$ cat config.mk
export PLATFORM = sky130hd
export DESIGN_NAME = load_store_unit
export DESIGN_NICKNAME = d
export VERILOG_FILES = /design/src/rtl/load_store_unit_pkg.sv /design/src/rtl/load_store_unit_load_align.sv /design/src/rtl/load_store_unit.sv
export SDC_FILE = /design/constraint.sdc
export NUM_CORES = 1
export LEC_CHECK = 0
export ABC_AREA = 1
export CAP_MARGIN = 20
export CORE_MARGIN = 1.5
export CORE_UTILIZATION = 44
export DETAILED_ROUTE_END_ITERATION = 7
export PLACE_DENSITY = 0.81
export REMOVE_ABC_BUFFERS = 1
export SETUP_SLACK_MARGIN = 0.15
export SLEW_MARGIN = 20
export SYNTH_ARGS = -nofsm -noshare
export SYNTH_HDL_FRONTEND = slang
export SYNTH_SLANG_ARGS = --single-unit
$ cat constraint.sdc
create_clock -name clk -period 1.85 [get_ports clk]
set_clock_uncertainty 0.1 [all_clocks]
set_input_delay 0.2775 -clock clk [delete_from_list [all_inputs] [get_ports clk]]
set_output_delay 0.2775 -clock clk [all_outputs]
set_load 0.1 [all_outputs]
$ cat src/rtl/load_store_unit_pkg.sv
// Shared definitions for the MEM-stage load/store unit: funct3 codes, FSM states,
// lane widths and the access legality/byte-enable helpers.
package load_store_unit_pkg;

    localparam logic [2:0] F3_LB  = 3'b000;
    localparam logic [2:0] F3_LH  = 3'b001;
    localparam logic [2:0] F3_LW  = 3'b010;
    localparam logic [2:0] F3_LBU = 3'b100;
    localparam logic [2:0] F3_LHU = 3'b101;
    localparam logic [2:0] F3_SB  = 3'b000;
    localparam logic [2:0] F3_SH  = 3'b001;
    localparam logic [2:0] F3_SW  = 3'b010;

    localparam int BYTE_W = 8;
    localparam int HALF_W = 16;
    localparam int LANES  = 4;

    typedef enum logic {
        IDLE   = 1'b0,
        ACCESS = 1'b1
    } lsu_state_t;

    function automatic logic access_ok(input logic is_store,
                                       input logic [2:0] f3,
                                       input logic [1:0] addr_lo);
        logic legal;
        logic misaligned;
        case (f3)
            3'b000, 3'b001, 3'b010: legal = 1'b1;
            3'b100, 3'b101:         legal = !is_store;
            default:                legal = 1'b0;
        endcase
        misaligned = ((f3[1:0] == 2'b01) && addr_lo[0]) ||
                     ((f3[1:0] == 2'b10) && (addr_lo != 2'b00));
        return legal && !misaligned;
    endfunction

    // Size lives in funct3[1:0] for both loads and stores.
    function automatic logic [LANES-1:0] lane_be(input logic [1:0] size,
                                                 input logic [1:0] addr_lo);
        case (size)
            2'b00:   return 4'b0001 << addr_lo;
            2'b01:   return addr_lo[1] ? 4'b1100 : 4'b0011;
            default: return 4'b1111;
        endcase
    endfunction

endpackage

$ cat src/rtl/load_store_unit_load_align.sv
// Lane extraction and sign/zero extension of a raw memory word for loads.
module lsu_load_align
    import load_store_unit_pkg::*;
#(
    parameter int XLEN = 32
) (
    input  logic [XLEN-1:0] raw,
    input  logic [1:0]      addr_lo,
    input  logic [2:0]      funct3,
    output logic [XLEN-1:0] data
);

    logic [XLEN-1:0] lane;

    always_comb begin
        lane = raw >> {addr_lo, 3'b000};
        case (funct3)
            F3_LB:   data = {{(XLEN-BYTE_W){lane[BYTE_W-1]}}, lane[BYTE_W-1:0]};
            F3_LH:   data = {{(XLEN-HALF_W){lane[HALF_W-1]}}, lane[HALF_W-1:0]};
            F3_LBU:  data = {{(XLEN-BYTE_W){1'b0}}, lane[BYTE_W-1:0]};
            F3_LHU:  data = {{(XLEN-HALF_W){1'b0}}, lane[HALF_W-1:0]};
            default: data = lane;
        endcase
    end

endmodule

$ cat src/rtl/load_store_unit.sv
// MEM-stage load/store controller: validates the access, drives the byte-enabled
// data-memory handshake, stalls the pipeline and registers load results.
module load_store_unit
    import load_store_unit_pkg::*;
#(
    parameter int XLEN = 32,
    parameter int RD_W = 5
) (
    input  logic            clk,
    input  logic            rst,
    input  logic            ex_valid,
    input  logic            ex_mem_read,
    input  logic            ex_mem_write,
    input  logic [2:0]      ex_funct3,
    input  logic [XLEN-1:0] ex_addr,
    input  logic [XLEN-1:0] ex_store_data,
    input  logic [RD_W-1:0] ex_rd,
    output logic            dm_req,
    output logic            dm_we,
    output logic [XLEN-1:0] dm_addr,
    output logic [3:0]      dm_be,
    output logic [XLEN-1:0] dm_wdata,
    input  logic [XLEN-1:0] dm_rdata,
    input  logic            dm_ack,
    output logic            stall,
    output logic            wb_valid,
    output logic [RD_W-1:0] wb_rd,
    output logic [XLEN-1:0] wb_data,
    output logic            access_fault
);

    // state  | meaning
    // IDLE   | waiting for a load/store from EX/MEM; faults are reported from here
    // ACCESS | request outstanding on the data-memory port, pipeline stalled

    lsu_state_t state_q, state_d;

    logic            accept;
    logic            fault;
    logic [3:0]      be_d;
    logic [XLEN-1:0] wdata_d;
    logic [2:0]      funct3_q;
    logic [1:0]      addr_lo_q;
    logic [RD_W-1:0] rd_q;
    logic [XLEN-1:0] load_data;

    always_comb begin
        accept  = (state_q == IDLE) && ex_valid && (ex_mem_read || ex_mem_write);
        fault   = !access_ok(ex_mem_write, ex_funct3, ex_addr[1:0]);
        be_d    = lane_be(ex_funct3[1:0], ex_addr[1:0]);
        wdata_d = '0;
        if (ex_mem_write) begin
            case (ex_funct3)
                F3_SB:   wdata_d = {(XLEN/BYTE_W){ex_store_data[BYTE_W-1:0]}};
                F3_SH:   wdata_d = {(XLEN/HALF_W){ex_store_data[HALF_W-1:0]}};
                default: wdata_d = ex_store_data;
            endcase
        end
    end

    always_comb begin
        state_d = state_q;
        stall   = 1'b0;
        case (state_q)
            IDLE: begin
                if (accept && !fault) begin
                    state_d = ACCESS;
                    stall   = 1'b1;
                end
            end
            ACCESS: begin
                stall = 1'b1;
                if (dm_ack) state_d = IDLE;
            end
            default: state_d = IDLE;
        endcase
    end

    always_ff @(posedge clk) begin
        if (rst) state_q <= IDLE;
        else     state_q <= state_d;
    end

    lsu_load_align #(.XLEN(XLEN)) u_load_align (
        .raw     (dm_rdata),
        .addr_lo (addr_lo_q),
        .funct3  (funct3_q),
        .data    (load_data)
    );

    always_ff @(posedge clk) begin
        if (rst) begin
            dm_req       <= 1'b0;
            dm_we        <= 1'b0;
            dm_addr      <= '0;
            dm_be        <= '0;
            dm_wdata     <= '0;
            funct3_q     <= '0;
            addr_lo_q    <= '0;
            rd_q         <= '0;
            wb_valid     <= 1'b0;
            wb_rd        <= '0;
            wb_data      <= '0;
            access_fault <= 1'b0;
        end else begin
            wb_valid     <= 1'b0;
            access_fault <= 1'b0;
            if (state_q == IDLE && accept) begin
                if (fault) begin
                    access_fault <= 1'b1;
                end else begin
                    dm_req    <= 1'b1;
                    dm_we     <= ex_mem_write;
                    dm_addr   <= {ex_addr[XLEN-1:2], 2'b00};
                    dm_be     <= be_d;
                    dm_wdata  <= wdata_d;
                    funct3_q  <= ex_funct3;
                    addr_lo_q <= ex_addr[1:0];
                    rd_q      <= ex_rd;
                end
            end else if (state_q == ACCESS && dm_ack) begin
                dm_req <= 1'b0;
                if (!dm_we) begin
                    wb_valid <= 1'b1;
                    wb_rd    <= rd_q;
                    wb_data  <= load_data;
                end
            end
        end
    end

endmodule

==> flow_summary.json, run 1 <==
{
  "status": "finished, final reports clean",
  "crit_chain": "dlygate4sd2_1 -> o21ai_2 -> nor2_4 -> nand2_4 -> inv_2 -> or2_4 -> buf_12",
  "cp_max_fo": 4,
  "routabilityCongestion": 0.866,
  "ant_nets": 0,
  "timing_worst_setup_path_type": "input port to output port",
  "max-slew-margin-rel_pct": 53.0,
  "die_x_um": 115,
  "syn_inst": 844,
  "synthSimpleGateAreaFrac_pct": 34.1,
  "setup_violations": 0,
  "vias_per_cell": 5.08,
  "finish.instance_area_um2": 9630,
  "p_leak_uw": 0.00422,
  "power_frac_seq_pct": 35.1,
  "p_int_uw": 5440,
  "fin_ws_ps": 101,
  "layout_min_cycle_time_ps": 1750,
  "muxShareOfSynthArea_pct": 0,
  "grt.total_usage_pct": 27.7,
  "post_dp_cell_area_um2": 9030,
  "end_kind": "output port",
  "synthAdderAreaFrac_pct": 0,
  "first_global_vias": 6056,
  "final_common_cell": "nand2_1",
  "synth_compound_area_share_pct": 12.7,
  "synth-xor-area-share_pct": 0,
  "drive_gt1_share_pct": 17.9,
  "cts_tree": "yes",
  "clkSinkCount": 118,
  "numCtsBuffers": 17,
  "grt_setup_unrepaired": "yes",
  "drt_first_pass_iters": 6,
  "yosysSeqAreaShare_pct": 42.6,
  "slew_violations": 0,
  "cp_slowest_cell": "dlygate4sd2_1",
  "ios": 220,
  "maxCapViolCount": 0,
  "dieHeight_um": 115,
  "coreArea_um2": 12200,
  "path_clk_slew_ps": 50,
  "antenna_found_initial": 1,
  "hold_class": "input port to register",
  "post_drt_wl_per_cell_um": 14.6,
  "overflow": 0,
  "hold_viol": 0,
  "power_per_cell_area_nw_per_um2": 813,
  "clkLatencyLatePin_ps": 410,
  "portBuffers": 217,
  "post-dp-hpwl_mm": 12.4,
  "worst_pin_slew_ps": 704,
  "mostFrequentLayoutCells": "200 x nand2_1, 168 x nor2_1, 116 x dfxtp_1, 111 x buf_12, 100 x clkdlybuf4s50_1",
  "fin_nets": 1174,
  "max_freq_mhz": 572,
  "swShare_pct": 30.5,
  "place_ws_ps": -216,
  "grt_pass1_wl_mm": 28.8,
  "ir_drop_mv": 0.630,
  "wl_mm": 18.1,
  "via_count": 6318,
  "h-tree-depth": 4,
  "drtIter0Drc": 515,
  "num_rows": 40,
  "yosys_warnings": 0,
  "synth.distinct_cells": 27,
  "clk_path_buf_depth": 2,
  "cp_slowest_stage_delay_ps": 300,
  "cp_data_arrival_time_ps": 1370,
  "clock_power_share_pct": 40.1,
  "synth_top_family_by_area": "simple AND/OR/NAND/NOR gates",
  "period_share_pct": 94.6,
  "cp.required_ps": 1470,
  "p_sw_uw": 2390,
  "syn_to_final_growth_pct": 73.6,
  "synth-seq-cells": 118,
  "initial_core_util_pct": 45.6,
  "die_area_um2": 13300,
  "drc": 0,
  "cp_top_family": "buffers and inverters",
  "cts_root_buf": "clkbuf_16",
  "syn_avg_cell_area_um2": 6.57,
  "grt_max_degree": 52,
  "start_kind": "input port",
  "netlist_area_um2": 5550,
  "comb_power_share_pct": 24.8,
  "crit_buf_inv": 3
}
==> area by class of cell <==
cell class	instances	area (um^2)
diodes	1	2.50
well taps	168	210
multi-input cells	595	2630
clock inverters	2	37.5
repair buffers	256	3570
flip-flops and latches	118	2370
fillers	795	2530
inverters	76	285
clock buffers	28	527
==> power groups by stage <==
stage	clock network [uW]	registers (uW)	logic [uW]
after floorplan	0	3380	448
final	3140	2750	1940
after global routing	3310	2760	2050
after detailed placement	0	2800	1920
after global placement	0	2790	1890
after CTS	3180	2750	1930
==> per-stage QoR <==
step           util [%]  hold WS (ps)  power (uW)  TNS [ps]  instances
2_1_floorplan         -           247        3820    -40590        789
5_1_grt            79.2          99.0        8120         0       1244
3_3_place_gp       74.2           362        4690     -2490       1210
6_report           79.2           105        7830         0       1244
4_1_cts            78.9          86.6        7850         0       1240
3_5_place_dp       74.2           369        4720     -7360       1210
==> flip-flops by register name (all words and copies together), names as in the netlist, 2 cells and up <==
signal / cells
dm_wdata: 32
wb_data: 32
dm_addr: 30
rd_q: 5
wb_rd: 5
dm_be: 4
funct3_q: 3
addr_lo_q: 2
==> repair_timing <==
item / 4_1_cts / 5_1_grt
resized for setup: 10 / 9
setup endpoints to repair: 17 / 21
buffers inserted: 0 / 3
pin swaps: 3 / 2
hold buffers: 0 / 0
gates cloned: 0 / 0
==> worst paths after layout <==
kind	start	end	slack, ps	cells after the start
setup / recovery	ex_mem_write	stall	100	7
hold / removal	rst	state_q$_SDFF_PP0_	100	2
setup reg to reg	addr_lo_q[1]$_SDFFE_PP0P_	wb_data[26]$_SDFFE_PP0P_	320	8
hold reg to reg	state_q$_SDFF_PP0_	access_fault$_SDFF_PP0_	380	1
==> cells in the mapped netlist, drive strengths merged <==
cell    number  area, um^2
or2          2        12.5
nor2       173         662
nand2      204         786
buf         35         218
dfxtp      118        2360
nand3b       1        7.51
a21oi       41         205
nor4         1        6.26
conb         1        3.75
o21ai       79         395
clkbuf      21        80.1
o211ai      14         105
inv         75         282
nand4       16         100
nand3       62         320
clkinv       1        3.75
==> metal layers <==
metal  global-route usage, %  wire length, um  up-vias
li1                        -                -     3113
met1                    30.5             6830     2884
met2                    47.2             8920      292
met3                    11.6             1990       29
met4                    11.4              380        0
met5                       0                0        -
==> kinds of logic after synthesis <==
group / after synthesis
other: 1
buffers and inverters: 132
flip-flops: 118
AO/OA/AOI/OAI: 134
AND/OR/NAND/NOR: 459
No activity file was read; power rests on OpenSTA's default activity.
==> run 2: changes to the inputs <==
CELL_PAD_IN_SITES_DETAIL_PLACEMENT = 0   (was default)
CELL_PAD_IN_SITES_GLOBAL_PLACEMENT = 1   (was default)
CORE_UTILIZATION = 29   (was 44)
CTS_CLUSTER_DIAMETER = 50   (was default)
PLACE_DENSITY = default   (was 0.81)
PLACE_DENSITY_LB_ADDON = 0.1   (was default)
RECOVER_POWER = 50   (was default)
==> run 2 against run 1 <==
Critical path type is now register to output port; largest cell class is now multi-input combinational cells; combinational power decreased by 9.8%; utilization decreased by 33 points; clock-buffer cell count decreased by 9; fmax increased by 2.2%; sequential cell count unchanged.
==> flow_summary.json, run 2 (synthesis results as in run 1) <==
{
  "status": "finished, final reports clean",
  "hold_class": "input port to register",
  "total_power_uw": 7790,
  "hold_viol": 0,
  "ant_nets": 0,
  "clkSinkCount": 118,
  "drc": 0,
  "cp_data_arrival_time_ps": 1340,
  "dieHeight_um": 141,
  "power_per_cell_area_nw_per_um2": 910,
  "routabilityCongestion": 0.801,
  "worst_pin_slew_ps": 597,
  "ios": 220,
  "max_freq_mhz": 584,
  "post-dp-hpwl_mm": 13.2,
  "first_global_vias": 5720,
  "setup_violations": 0,
  "max-slew-margin-rel_pct": 60.4,
  "cts_tree": "yes",
  "wl_mm": 18.9,
  "portBuffers": 217,
  "final_common_cell": "nand2_1",
  "ir_drop_mv": 0.671,
  "start_kind": "register",
  "grt_max_degree": 65,
  "p_leak_uw": 0.00396,
  "grt.total_usage_pct": 19.1,
  "drtIter0Drc": 176,
  "layout_min_cycle_time_ps": 1710,
  "clkLatencyLatePin_ps": 410,
  "fin_nets": 1178,
  "cts_root_buf": "clkbuf_16",
  "place_ws_ps": -201,
  "drive_gt1_share_pct": 18.3,
  "clk_path_buf_depth": 2,
  "period_share_pct": 92.6,
  "top_regs": "dm_wdata (32), wb_data (32), dm_addr (30)",
  "vias_per_cell": 4.53,
  "cp_max_fo": 2,
  "antenna_found_initial": 1,
  "die_area_um2": 20000,
  "overflow": 0,
  "timing_worst_setup_path_type": "register to output port",
  "placed_cells": 1278,
  "min_path_cells": 3,
  "worstRegToRegCells": 7,
  "via_count": 5958,
  "grt_pass1_wl_mm": 29.7,
  "die_x_um": 141,
  "slew_violations": 0,
  "drt_first_pass_iters": 5,
  "coreArea_um2": 18700,
  "stdcell_count": 1316,
  "num_rows": 50,
  "post_drt_wl_per_cell_um": 14.3,
  "path_clk_slew_ps": 60,
  "h-tree-depth": 4,
  "maxCapViolCount": 0,
  "fin_ws_ps": 137,
  "initial_core_util_pct": 29.7,
  "numCtsBuffers": 17,
  "cp.required_ps": 1470,
  "end_kind": "output port",
  "syn_to_final_growth_pct": 54.2,
  "mostFrequentLayoutCells": "200 x nand2_1, 169 x nor2_1, 117 x dfxtp_1, 100 x clkdlybuf4s50_1, 90 x clkbuf_2",
  "grt_setup_unrepaired": "yes"
}
==> run 2: cell types whose count changed in the layout (fill, tap and decap cells not counted), sizes merged <==
cell / change
clkdlybuf4s15: -1
bufinv: +1
clkinv: +5
buf: -89
clkbuf: +84
dlygate4sd2: +2
clkinvlp: +1
inv: +4
dlymetal6s2s: -1
==> run 2: path summary, 6_finish.rpt <==
path	startpoint	end	slack, ps
max	state_q$_SDFF_PP0_	stall	140
max reg2reg	state_q$_SDFF_PP0_	dm_wdata[10]$_SDFFE_PP0P_	150
min	ex_valid	access_fault$_SDFF_PP0_	190
min reg2reg	dm_wdata[17]$_SDFFE_PP0P_	dm_wdata[17]$_SDFFE_PP0P_	360
==> run 2: final cells by class <==
type	instances	area, um^2
fill	1952	10100
multi-input combinational	595	2620
timing repair buffer	260	2390
sequential	118	2370
clock buffer	19	453
tap	234	293
inverter	76	285
clock inverter	13	146
antenna	1	2.50
==> run 2: worst max-delay path, stage by stage (launching register included) <==
cell and delay [ps]:
dfxtp_4 360, nor2_4 40, nand2_4 70, inv_1 40, or2_4 230, buf_12 160
==> run 2: power breakdown <==
part	switching [uW]	total [uW]	internal [uW]
registers	60.4	2700	2640
logic	1190	1750	561
clock network	1260	3330	2070
total	2510	7790	5270
==> run 2: timing repair <==
| action | in CTS | in global routing |
|---|---|---|
| setup buffers | 4 | 1 |
| endpoints found under the setup margin | 1 | 9 |
| gates resized for setup | 12 | 2 |
| hold buffers | 0 | 0 |
| pin swaps | 4 | 2 |
==> run 2: metal layers <==
metal | track usage [%] | vias up | wire, um
met3 | 5.53 | 25 | 1270
li1 | - | 3124 | -
met2 | 32.6 | 162 | 9000
met1 | 22.8 | 2647 | 8230
met4 | 7.02 | 0 | 377
met5 | 0 | - | 0
==> run 2: metrics by stage <==
step	hold WS [ps]	cell area, um^2	setup TNS (ps)	utilization (%)
finish	194	8560	0	45.7
global route	198	8550	0	45.7
global placement	366	9220	-4450	49.3
CTS	178	9850	0	52.7
floorplan	247	5260	-40590	-
detailed placement	367	9220	-7170	49.3
